--- config.mk ---
export PLATFORM = sky130hd
export DESIGN_NAME = host_mem_wr_engine
export DESIGN_NICKNAME = d
export VERILOG_FILES = /design/src/rtl/host_mem_wr_engine.sv
export SDC_FILE = /design/constraint.sdc
export NUM_CORES = 1
export LEC_CHECK = 0
export ABC_AREA = 1
export CORE_AREA = 2 2 315 317
export CTS_CLUSTER_DIAMETER = 80
export DETAILED_ROUTE_END_ITERATION = 7
export DIE_AREA = 0 0 317 319
export HOLD_SLACK_MARGIN = 0.06
export PLACE_DENSITY = 0.43
export SYNTH_ARGS = -nofsm -noshare
export SYNTH_HDL_FRONTEND = slang
export SYNTH_SLANG_ARGS = --single-unit
--- constraint.sdc ---
create_clock -name clk -period 4.3 [get_ports clk]
set_clock_uncertainty 0.05 [all_clocks]
set_input_delay 0.43 -clock clk [delete_from_list [all_inputs] [get_ports clk]]
set_output_delay 0.43 -clock clk [all_outputs]
set_load 0.01 [all_outputs]
--- src/rtl/host_mem_wr_engine.sv ---
// Host-memory write initiator: streams a seeded line pattern over the Avalon-MM
// write channel in bursts, bounding outstanding bursts and collecting responses.
module host_mem_wr_engine #(
   parameter int ADDR_WIDTH      = 48,
   parameter int DATA_WIDTH      = 512,
   parameter int BURST_CNT_WIDTH = 3,
   parameter int MAX_OUTSTANDING = 32
) (
   input  logic                       clk,
   input  logic                       reset,
   input  logic                       start,
   input  logic [ADDR_WIDTH-1:0]      base_addr,
   input  logic [31:0]                num_lines,
   input  logic [BURST_CNT_WIDTH-1:0] burst_len,
   input  logic [63:0]                seed,
   output logic                       busy,
   output logic                       done,
   output logic                       error,
   output logic [31:0]                lines_written,
   output logic [ADDR_WIDTH-1:0]      wr_address,
   output logic                       wr_write,
   output logic [BURST_CNT_WIDTH-1:0] wr_burstcount,
   output logic [DATA_WIDTH-1:0]      wr_writedata,
   output logic [DATA_WIDTH/8-1:0]    wr_byteenable,
   input  logic                       wr_waitrequest,
   input  logic                       wr_writeresponsevalid,
   input  logic [1:0]                 wr_response
);

   localparam int LANES = DATA_WIDTH / 64;
   localparam int OUT_W = $clog2(MAX_OUTSTANDING + 1);

   typedef enum logic [1:0] {S_IDLE, S_WRITE, S_DRAIN, S_DONE} state_t;

   state_t                     state, state_nxt;
   logic [BURST_CNT_WIDTH-1:0] blen_q, beat_rem, start_bc, next_bc;
   logic [31:0]                lines_left;
   logic [63:0]                lane_q;
   logic [OUT_W-1:0]           outstanding, out_nxt;
   logic                       cmd_start, accept, last_beat, final_beat, resp_vld, can_issue;

   function automatic logic [BURST_CNT_WIDTH-1:0] eff_len(input logic [BURST_CNT_WIDTH-1:0] b);
      if (b == BURST_CNT_WIDTH'(2) || b == BURST_CNT_WIDTH'(4)) return b;
      return BURST_CNT_WIDTH'(1);
   endfunction

   function automatic logic [BURST_CNT_WIDTH-1:0] clip_len(input logic [BURST_CNT_WIDTH-1:0] b,
                                                           input logic [31:0] left);
      if (left < 32'(b)) return left[BURST_CNT_WIDTH-1:0];
      return b;
   endfunction

   assign cmd_start     = start && (state == S_IDLE);
   assign accept        = wr_write && !wr_waitrequest;
   assign last_beat     = accept && (beat_rem == '0);
   assign final_beat    = accept && (lines_left == 32'd1);
   assign resp_vld      = wr_writeresponsevalid && (state != S_IDLE);
   assign start_bc      = clip_len(eff_len(burst_len), num_lines);
   assign next_bc       = clip_len(blen_q, lines_left - 32'd1);
   assign busy          = (state != S_IDLE);
   assign done          = (state == S_DONE);
   assign wr_byteenable = '1;

   // Lookahead count lets a freed slot re-open the bus on the very next cycle
   always_comb begin
      out_nxt = outstanding;
      if (last_beat && !resp_vld)
         out_nxt = outstanding + OUT_W'(1);
      else if (!last_beat && resp_vld && outstanding != '0)
         out_nxt = outstanding - OUT_W'(1);
   end

   assign can_issue = (out_nxt < OUT_W'(MAX_OUTSTANDING));

   always_ff @(posedge clk) begin
      if (reset) state <= S_IDLE;
      else       state <= state_nxt;
   end

   always_comb begin
      state_nxt = state;
      case (state)
         S_IDLE:  if (start) state_nxt = (num_lines == 32'd0) ? S_DONE : S_WRITE;
         S_WRITE: if (final_beat) state_nxt = S_DRAIN;
         S_DRAIN: if (outstanding == '0 && !wr_writeresponsevalid) state_nxt = S_DONE;
         S_DONE:  state_nxt = S_IDLE;
         default: state_nxt = S_IDLE;
      endcase
   end

   always_ff @(posedge clk) begin
      if (reset) begin
         error         <= 1'b0;
         lines_written <= '0;
         lines_left    <= '0;
         blen_q        <= '0;
         beat_rem      <= '0;
         lane_q        <= '0;
         outstanding   <= '0;
         wr_write      <= 1'b0;
         wr_address    <= '0;
         wr_burstcount <= '0;
         wr_writedata  <= '0;
      end else begin
         outstanding <= out_nxt;
         if (cmd_start) begin
            error         <= 1'b0;
            lines_written <= '0;
            lines_left    <= num_lines;
            blen_q        <= eff_len(burst_len);
            lane_q        <= seed;
            wr_address    <= base_addr;
            wr_burstcount <= start_bc;
            beat_rem      <= start_bc - BURST_CNT_WIDTH'(1);
            wr_writedata  <= {LANES{seed}};
            wr_write      <= (num_lines != 32'd0);
         end else if (state == S_WRITE) begin
            if (accept) begin
               lines_written <= lines_written + 32'd1;
               lines_left    <= lines_left - 32'd1;
               lane_q        <= lane_q + 64'd1;
               if (lines_left == 32'd1) begin
                  wr_write <= 1'b0;
               end else begin
                  wr_writedata <= {LANES{lane_q + 64'd1}};
                  if (beat_rem != '0) begin
                     beat_rem <= beat_rem - BURST_CNT_WIDTH'(1);
                  end else begin
                     // Next burst is staged even when throttled, so a stall only drops wr_write
                     wr_address    <= wr_address + ADDR_WIDTH'(wr_burstcount);
                     wr_burstcount <= next_bc;
                     beat_rem      <= next_bc - BURST_CNT_WIDTH'(1);
                     wr_write      <= can_issue;
                  end
               end
            end else if (!wr_write) begin
               wr_write <= can_issue;
            end
         end
         if (resp_vld && wr_response != 2'b00)
            error <= 1'b1;
      end
   end

endmodule

==> results of run 1 <==
==> power breakdown <==
group          switching, mW  total, mW  internal, mW
clock                   1.35       3.53          2.18
combinational           4.37       8.38          4.01
sequential              1.18       4.22          3.04
total                   6.91       16.1          9.22
==> placed cells by master, fill, tap and decap left out, drive strengths merged, types with 64 or more instances in the layout <==
cell type	count
nand3	89
inv	242
a21oi	195
conb	64
clkdlybuf4s50	751
nor2	277
nor3	75
dfxtp	259
o21ai	233
nand2	494
==> path summary, 6_finish.rpt <==
kind                                     to  slack [ns]  cells after the start
max             wr_address[34]$_SDFFE_PP0P_        0.88                     17
min          wr_writedata[450]$_SDFFE_PP0P_        0.22                      2
max reg2reg     wr_address[34]$_SDFFE_PP0P_        0.88                     17
min reg2reg  lines_written[20]$_SDFFE_PP0P_        0.43                      2
==> worst reg2reg max path, delay by kind of cell, from the launching register on <==
| kind | cells | cell delay [ns] |
|---|---|---|
| AOI/OAI and AO/OA | 4 | 0.48 |
| adders and majority gates | 2 | 0.60 |
| and+or+nand+nor | 9 | 1.58 |
| buffers and inverters | 2 | 0.14 |
| DFF | 1 | 0.43 |
==> flip-flops by register name, summed over array words and instances (netlist names), 2 cells and up <==
name and count:
blen_q 3, wr_address 48, beat_rem 3, outstanding 6
lines_left 32, lane_q 64, state 2, lines_written 32
wr_burstcount 3, wr_writedata 64
==> final cells by class <==
cell class	count	area share, %
diodes	4	0.03870
well taps	1287	6.225
clock inverters	17	1.132
flip-flops and latches	259	20.04
clock buffers	53	4.252
repair buffers	772	29.81
inverters	235	3.449
multi-input cells	1762	35.05
==> through the flow <==
stage,area [sq um],utilization (%),total power [mW]
floorplan,19430,-,9.670
global placement,24460,25.04,12.85
detailed placement,24460,25.04,12.79
CTS,25860,26.47,16.46
global route,25860,26.47,17.36
finish,25870,26.48,16.14
==> metal layers <==
| metal | vias up | share of wire (%) | global-route usage [%] |
|---|---|---|---|
| met2 | 627 | 49 | 26.00 |
| met3 | 74 | 5.9 | 3.160 |
| met1 | 8399 | 43 | 18.23 |
| met5 | - | 0.035 | 0 |
| li1 | 9173 | - | - |
| met4 | 4 | 1.5 | 2.945 |
==> cells by family after synthesis <==
group | synth area share (%)
compound gates | 15.53
buf+inv | 27.05
xor+xnor | 3.514
other cells | 0.01954
fa+ha+maj | 1.408
simple gates | 24.20
flops | 27.02
mux | 1.252
==> summary.md, run 1 <==
| Metric | Value |
|---|---|
| Status | finished clean |
| Initial antenna violation count | 9 |
| Via-to-Cell Ratio | 4.164 |
| Crit path capture type | flop |
| Final wirelength | 77990 um |
| Slew Limit Fails | 0 |
| Reg clk slew, reported paths | 0.05 ns |
| CP Launch Type | flop |
| Global Route Usage Sum | 14.73% |
| CTS sink cnt | 259 |
| Die height | 319 um |
| WP buf/inv | 2 |
| Final worst slack | 0.8824 ns |
| Root Buffer | clkbuf_16 |
| Synthesis-to-layout area growth | 34.80% |
| Full die area | 101100 sq um |
| CORE AREA | 97700 sq um |
| Largest net degree at the start of global routing | 132 |
| Vias in the first global route | 17.55k |
| Final std cells w/o fill | 4389 |
| Setup bufs post-CTS | 0 |
| Final setup vio count | 0 |
| Cts hold-fix bufs | 0 |
| Port buffer count | 752 |
| Area of the multi-input gates | 9067 sq um |
| Effective utilization at floorplan | 19.64% |
| Via count | 18.28k |
| Share of layout cells above drive strength 1 | 5.326% |
| RSZ-0062 raised after global routing | no |
| Post-DP HPWL | 60270 um |
| Routed Antenna Nets | 0 |
| Dpl cells | 4315 |
| HP Class | in2reg |
| P_leak | 9.305 nW |
| Std-Cell Rows | 115 |
| Final hold vios | 0 |
| Crit path time final | 3.418 ns |
| Fin crit share | 79.48% |
| Drt first pass iters | 5 |
| Worst slew pin tran | 1.126 ns |
| Grt total ovfl | 0 |
| Post-place setup slack | 0.6948 ns |
| DRC | 0 |
| Cell taking the most area after synthesis | dfxtp_1 |
| Worst-path fanout max | 4 |
| Sequential area share after synthesis | 27.02% |
| Peak supply drop | 431.3 uV |
| Yosys cell types | 64 |
| Layout fillers | 10.79k |
| Critical path type | reg2reg |
| Cell with the most instances after synthesis | buf_4 |
| CP Data Arrival Time | 3.80 ns |
| Mapped Avg Cell Area | 6.839 sq um |
| FF/Latch Area | 5185 sq um |
| Htree depth | 2 |
| Final #Nets | 3245 |
| Worst path max stage delay | 0.43 ns |
| Worst path cell trace | ha_1, inv_1, fa_1, inv_1, nand2_1, a21oi_2, nand3_1, nor2_1, nand2_1, nor3_1, nand2_1, nor2_1, nand2_1, nor2_1, o21ai_1, o211ai_1, a21oi_1 |
| Boundary pin count | 817 |
| Critical Path Most Common Cell | nand2_1 |
| Post-synthesis cell area | 19190 sq um |
| Setup TNS after final layout | 0 ns |
| Routability Congestion | 0.8367 |
| Number of synthesized flops with an enable pin | 0 |
| CP max stage cell | dfxtp_1 |
| Clk_lat worst skew | 0.58 ns |
| Post-cts sizing count | 0 |
| Initial DRC count | 849 |
| Max Fclk | 292.6 MHz |
| Ys async rst share | 0% |
| CTS tree | yes |
| Largest delay share family, worst path | simple AND/OR/NAND/NOR gates |
| Reg-to-Reg Start | wr_burstcount[0]$_SDFFE_PP0P_ |
| Yosys top cell area share | 27.02% |
| Crit path from | wr_burstcount[0]$_SDFFE_PP0P_ |
| Inserted Clock Buffers | 40 |
| Max cap viols | 0 |
| Worst path required time | 4.68 ns |
| Chip width | 317 um |
| First-pass GRT wire length | 114600 um |
| YS warnings | 0 |
| Top FF cell, synth | dfxtp_1 |
| Min Hold Slack | 0.2184 ns |
| Min-delay src | reset |
| Clk buf depth | 3 |
| PD cells | 623.8 nW/um^2 |
| Avg WL per Cell | 17.77 um |
| Slew HR | 24.66% |
| Cells after Synth | 2806 |
| Largest cells by area after synthesis | dfxtp_1 (27%), buf_4 (20%), nand2_1 (9.5%) |
| FF+latch count, synth | 259 |
| Commonest cells in the netlist | buf_4 (513), nand2_1 (485), dfxtp_1 (259) |
No activity file was read; power rests on OpenSTA's default activity.
==> run 2, diff against run 1 <==
clock period = 3.36 ns   (was 4.3 ns; I/O delays follow)
==> summary.md, run 2 (same netlist as run 1, synthesis figures left out) <==
| Metric | Value |
|---|---|
| Status | finished clean |
| Worst r2r dst | beat_rem[2]$_SDFFE_PP0P_ |
| Share of layout cells above drive strength 1 | 6.428% (+1.1 points) |
| Grt total ovfl | 0 (unchanged) |
| Reg2Reg Setup Slack | 0.28 ns (-0.60 ns) |
| Final wirelength | 78670 um (+0.88%) |
| CP Launch Type | flop |
| Via count | 18.42k (+0.79%) |
| Post-DP HPWL | 61350 um (+1.8%) |
| CTS tree | yes |
| Clk_lat worst skew | 0.57 ns (about the same) |
| Synthesis-to-layout area growth | 36.12% |
| Global Route Usage Sum | 14.89% (+0.16 points) |
| Htree depth | 2 (unchanged) |
| Dpl cells | 4335 (+0.46%) |
| Avg WL per Cell | 17.81 um (+0.22%) |
| Via-to-Cell Ratio | 4.170 (+0.13%) |
| Max Fclk | 325.0 MHz (+11%) |
| Crit path from | lines_left[0]$_SDFFE_PP0P_ |
| Chip width | 317 um (unchanged) |
| Peak supply drop | 511.5 uV (+19%) |
| Effective utilization at floorplan | 19.64% (unchanged) |
| Slew Limit Fails | 0 (unchanged) |
| Worst-path fanout max | 5 (+1) |
| Max cap viols | 0 (unchanged) |
| CTS sink cnt | 259 (unchanged) |
| HP Class | in2reg |
| Cts hold-fix bufs | 0 (unchanged) |
| CORE AREA | 97700 sq um (unchanged) |
| Boundary pin count | 817 (unchanged) |
| FF/Latch Area | 5185 sq um (unchanged) |
| Final setup vio count | 0 (unchanged) |
| Crit path time final | 3.077 ns (-0.3408 ns) |
| CP Data Arrival Time | 3.50 ns (-0.30 ns) |
| Final #Nets | 3269 (+0.74%) |
| Root Buffer | clkbuf_16 |
| Full die area | 101100 sq um (unchanged) |
| Worst slew pin tran | 1.049 ns (-0.07688 ns) |
| Die height | 319 um (unchanged) |
| Initial DRC count | 893 (+5.2%) |
| Final std cells w/o fill | 4418 (+0.66%) |
| Initial antenna violation count | 5 (-4) |
| CP Capture Point | beat_rem[2]$_SDFFE_PP0P_ |
| Layout fillers | 10.81k (+0.19%) |
| Port buffer count | 752 (unchanged) |
| Clk buf depth | 3 (unchanged) |
| First-pass GRT wire length | 115200 um (+0.46%) |
| Worst path required time | 3.78 ns (-0.90 ns) |
| Largest net degree at the start of global routing | 129 (-2.3%) |
| Leading cell types in the layout, fill and taps excluded | clkdlybuf4s50_1 (751), nand2_1 (483), dfxtp_1 (259), nor2_1 (249), inv_1 (226) |
| Reg-to-Reg Start | lines_left[0]$_SDFFE_PP0P_ |
| Std-Cell Rows | 115 (unchanged) |
| RSZ-0062 raised after global routing | yes |
| Fin crit share | 91.57% (+12 points) |
| Crit path capture type | flop |
| Vias in the first global route | 17.88k (+1.9%) |
| DRC | 0 (unchanged) |
| Slew HR | 29.81% (+5.1 points) |
| Biggest regs | lane_q x64, wr_writedata x64, wr_address x48 |
| Most common cell after layout, fill and taps aside | clkdlybuf4s50_1 |
| Total power | 20.87 mW (+29%) |
| P_leak | 9.468 nW (+1.8%) |
| Drt first pass iters | 5 (unchanged) |
| Reg clk slew, reported paths | 0.06 ns (about the same) |
| Inserted Clock Buffers | 41 (+2.5%) |
| Area of the multi-input gates | 9106 sq um (+0.43%) |
| Worst r2r path cells | 22 (+5) |
| Critical path type | reg2reg |
| Routed Antenna Nets | 0 (unchanged) |
| Routability Congestion | 0.8478 (+1.3%) |
| PD cells | 798.9 nW/um^2 (+28%) |
| Min Hold Slack | 0.2944 ns (+0.07598 ns) |
| Final hold vios | 0 (unchanged) |
-- run 2: changes by cell type in the layout (fill, tap and decap cells not counted), moves of 3 or more --
cell       previous run  this run
clkinv_2              1         6
inv_6                 7         2
buf_4                17        38
nor2_1              252       249
bufinv_16             6         3
-- run 2: per-stage QoR --
stage          cell area [sq um]  utilization [%]  setup WS [ns]  setup TNS, ns
4_1_cts                    26050            26.66         0.1144              0
2_1_floorplan              19430                -         0.6284              0
6_report                   26120            26.74         0.2831              0
5_1_grt                    26110            26.73       -0.05485       -0.06169
3_3_place_gp               24640            25.22         0.1743              0
3_5_place_dp               24640            25.22         0.1258              0
-- run 2: timing repair --
item / 4_1_cts / 5_1_grt
resized for setup: 0 / 9
setup endpoints to repair: 0 / 6
buffers inserted: 0 / 3
hold endpoints to repair: 0 / 0
-- run 2: final cells by class --
class,instances,share of cell area (%)
sequential,259,19.85
clock inverter,20,0.9053
antenna,4,0.03832
timing repair buffer,795,30.27
clock buffer,56,4.493
tap,1287,6.165
inverter,235,3.415
multi-input combinational,1762,34.86
-- run 2: worst min-delay path by stage --
stage	cells past startpoint	startpoint	end	slack [ns]
3_3_place_gp	2	lines_written[20]$_SDFFE_PP0P_	lines_written[20]$_SDFFE_PP0P_	0.41
6_report	3	base_addr[2]	wr_address[2]$_SDFFE_PP0P_	0.29
4_1_cts	3	base_addr[4]	wr_address[4]$_SDFFE_PP0P_	0.25
3_5_place_dp	2	error$_SDFFE_PP0P_	error$_SDFFE_PP0P_	0.40
5_1_grt	3	base_addr[4]	wr_address[4]$_SDFFE_PP0P_	0.27
2_1_floorplan	1	outstanding[0]$_SDFFE_PP0P_	outstanding[0]$_SDFFE_PP0P_	0.41
-- run 2: power by group --
part	internal [mW]	total, mW	switching [mW]	leakage, nW
Combinational	5.27	11.0	5.77	6.66
Clock	2.71	4.46	1.75	0.689
Sequential	3.89	5.37	1.48	2.12
-- run 2: per-layer routing --
metal  vias to the layer above  track usage, %  wire (um)
met3                        79           3.512       4913
met1                      8496           18.10      33430
met5                         -               0         22
met4                         4           3.753       1816
li1                       9218               -          -
met2                       624           26.08      38490
-- run 2: worst max-delay path, stage by stage, from the launching register on --
cell      delay (ns)
dfxtp_1         0.38
inv_2           0.09
ha_1            0.25
xnor2_1         0.18
inv_1           0.08
ha_1            0.27
inv_1           0.05
nor2_1          0.04
nor2_1          0.10
nand2_1         0.08
nor2_1          0.10
nand2_1         0.07
nor2_2          0.17
nand2_2         0.12
nand2_1         0.09
o211ai_2        0.10
o21ai_1         0.21
inv_1           0.06
ha_1            0.20
nand3_1         0.08
nand3_1         0.07
nand2_1         0.09
inv_1           0.03
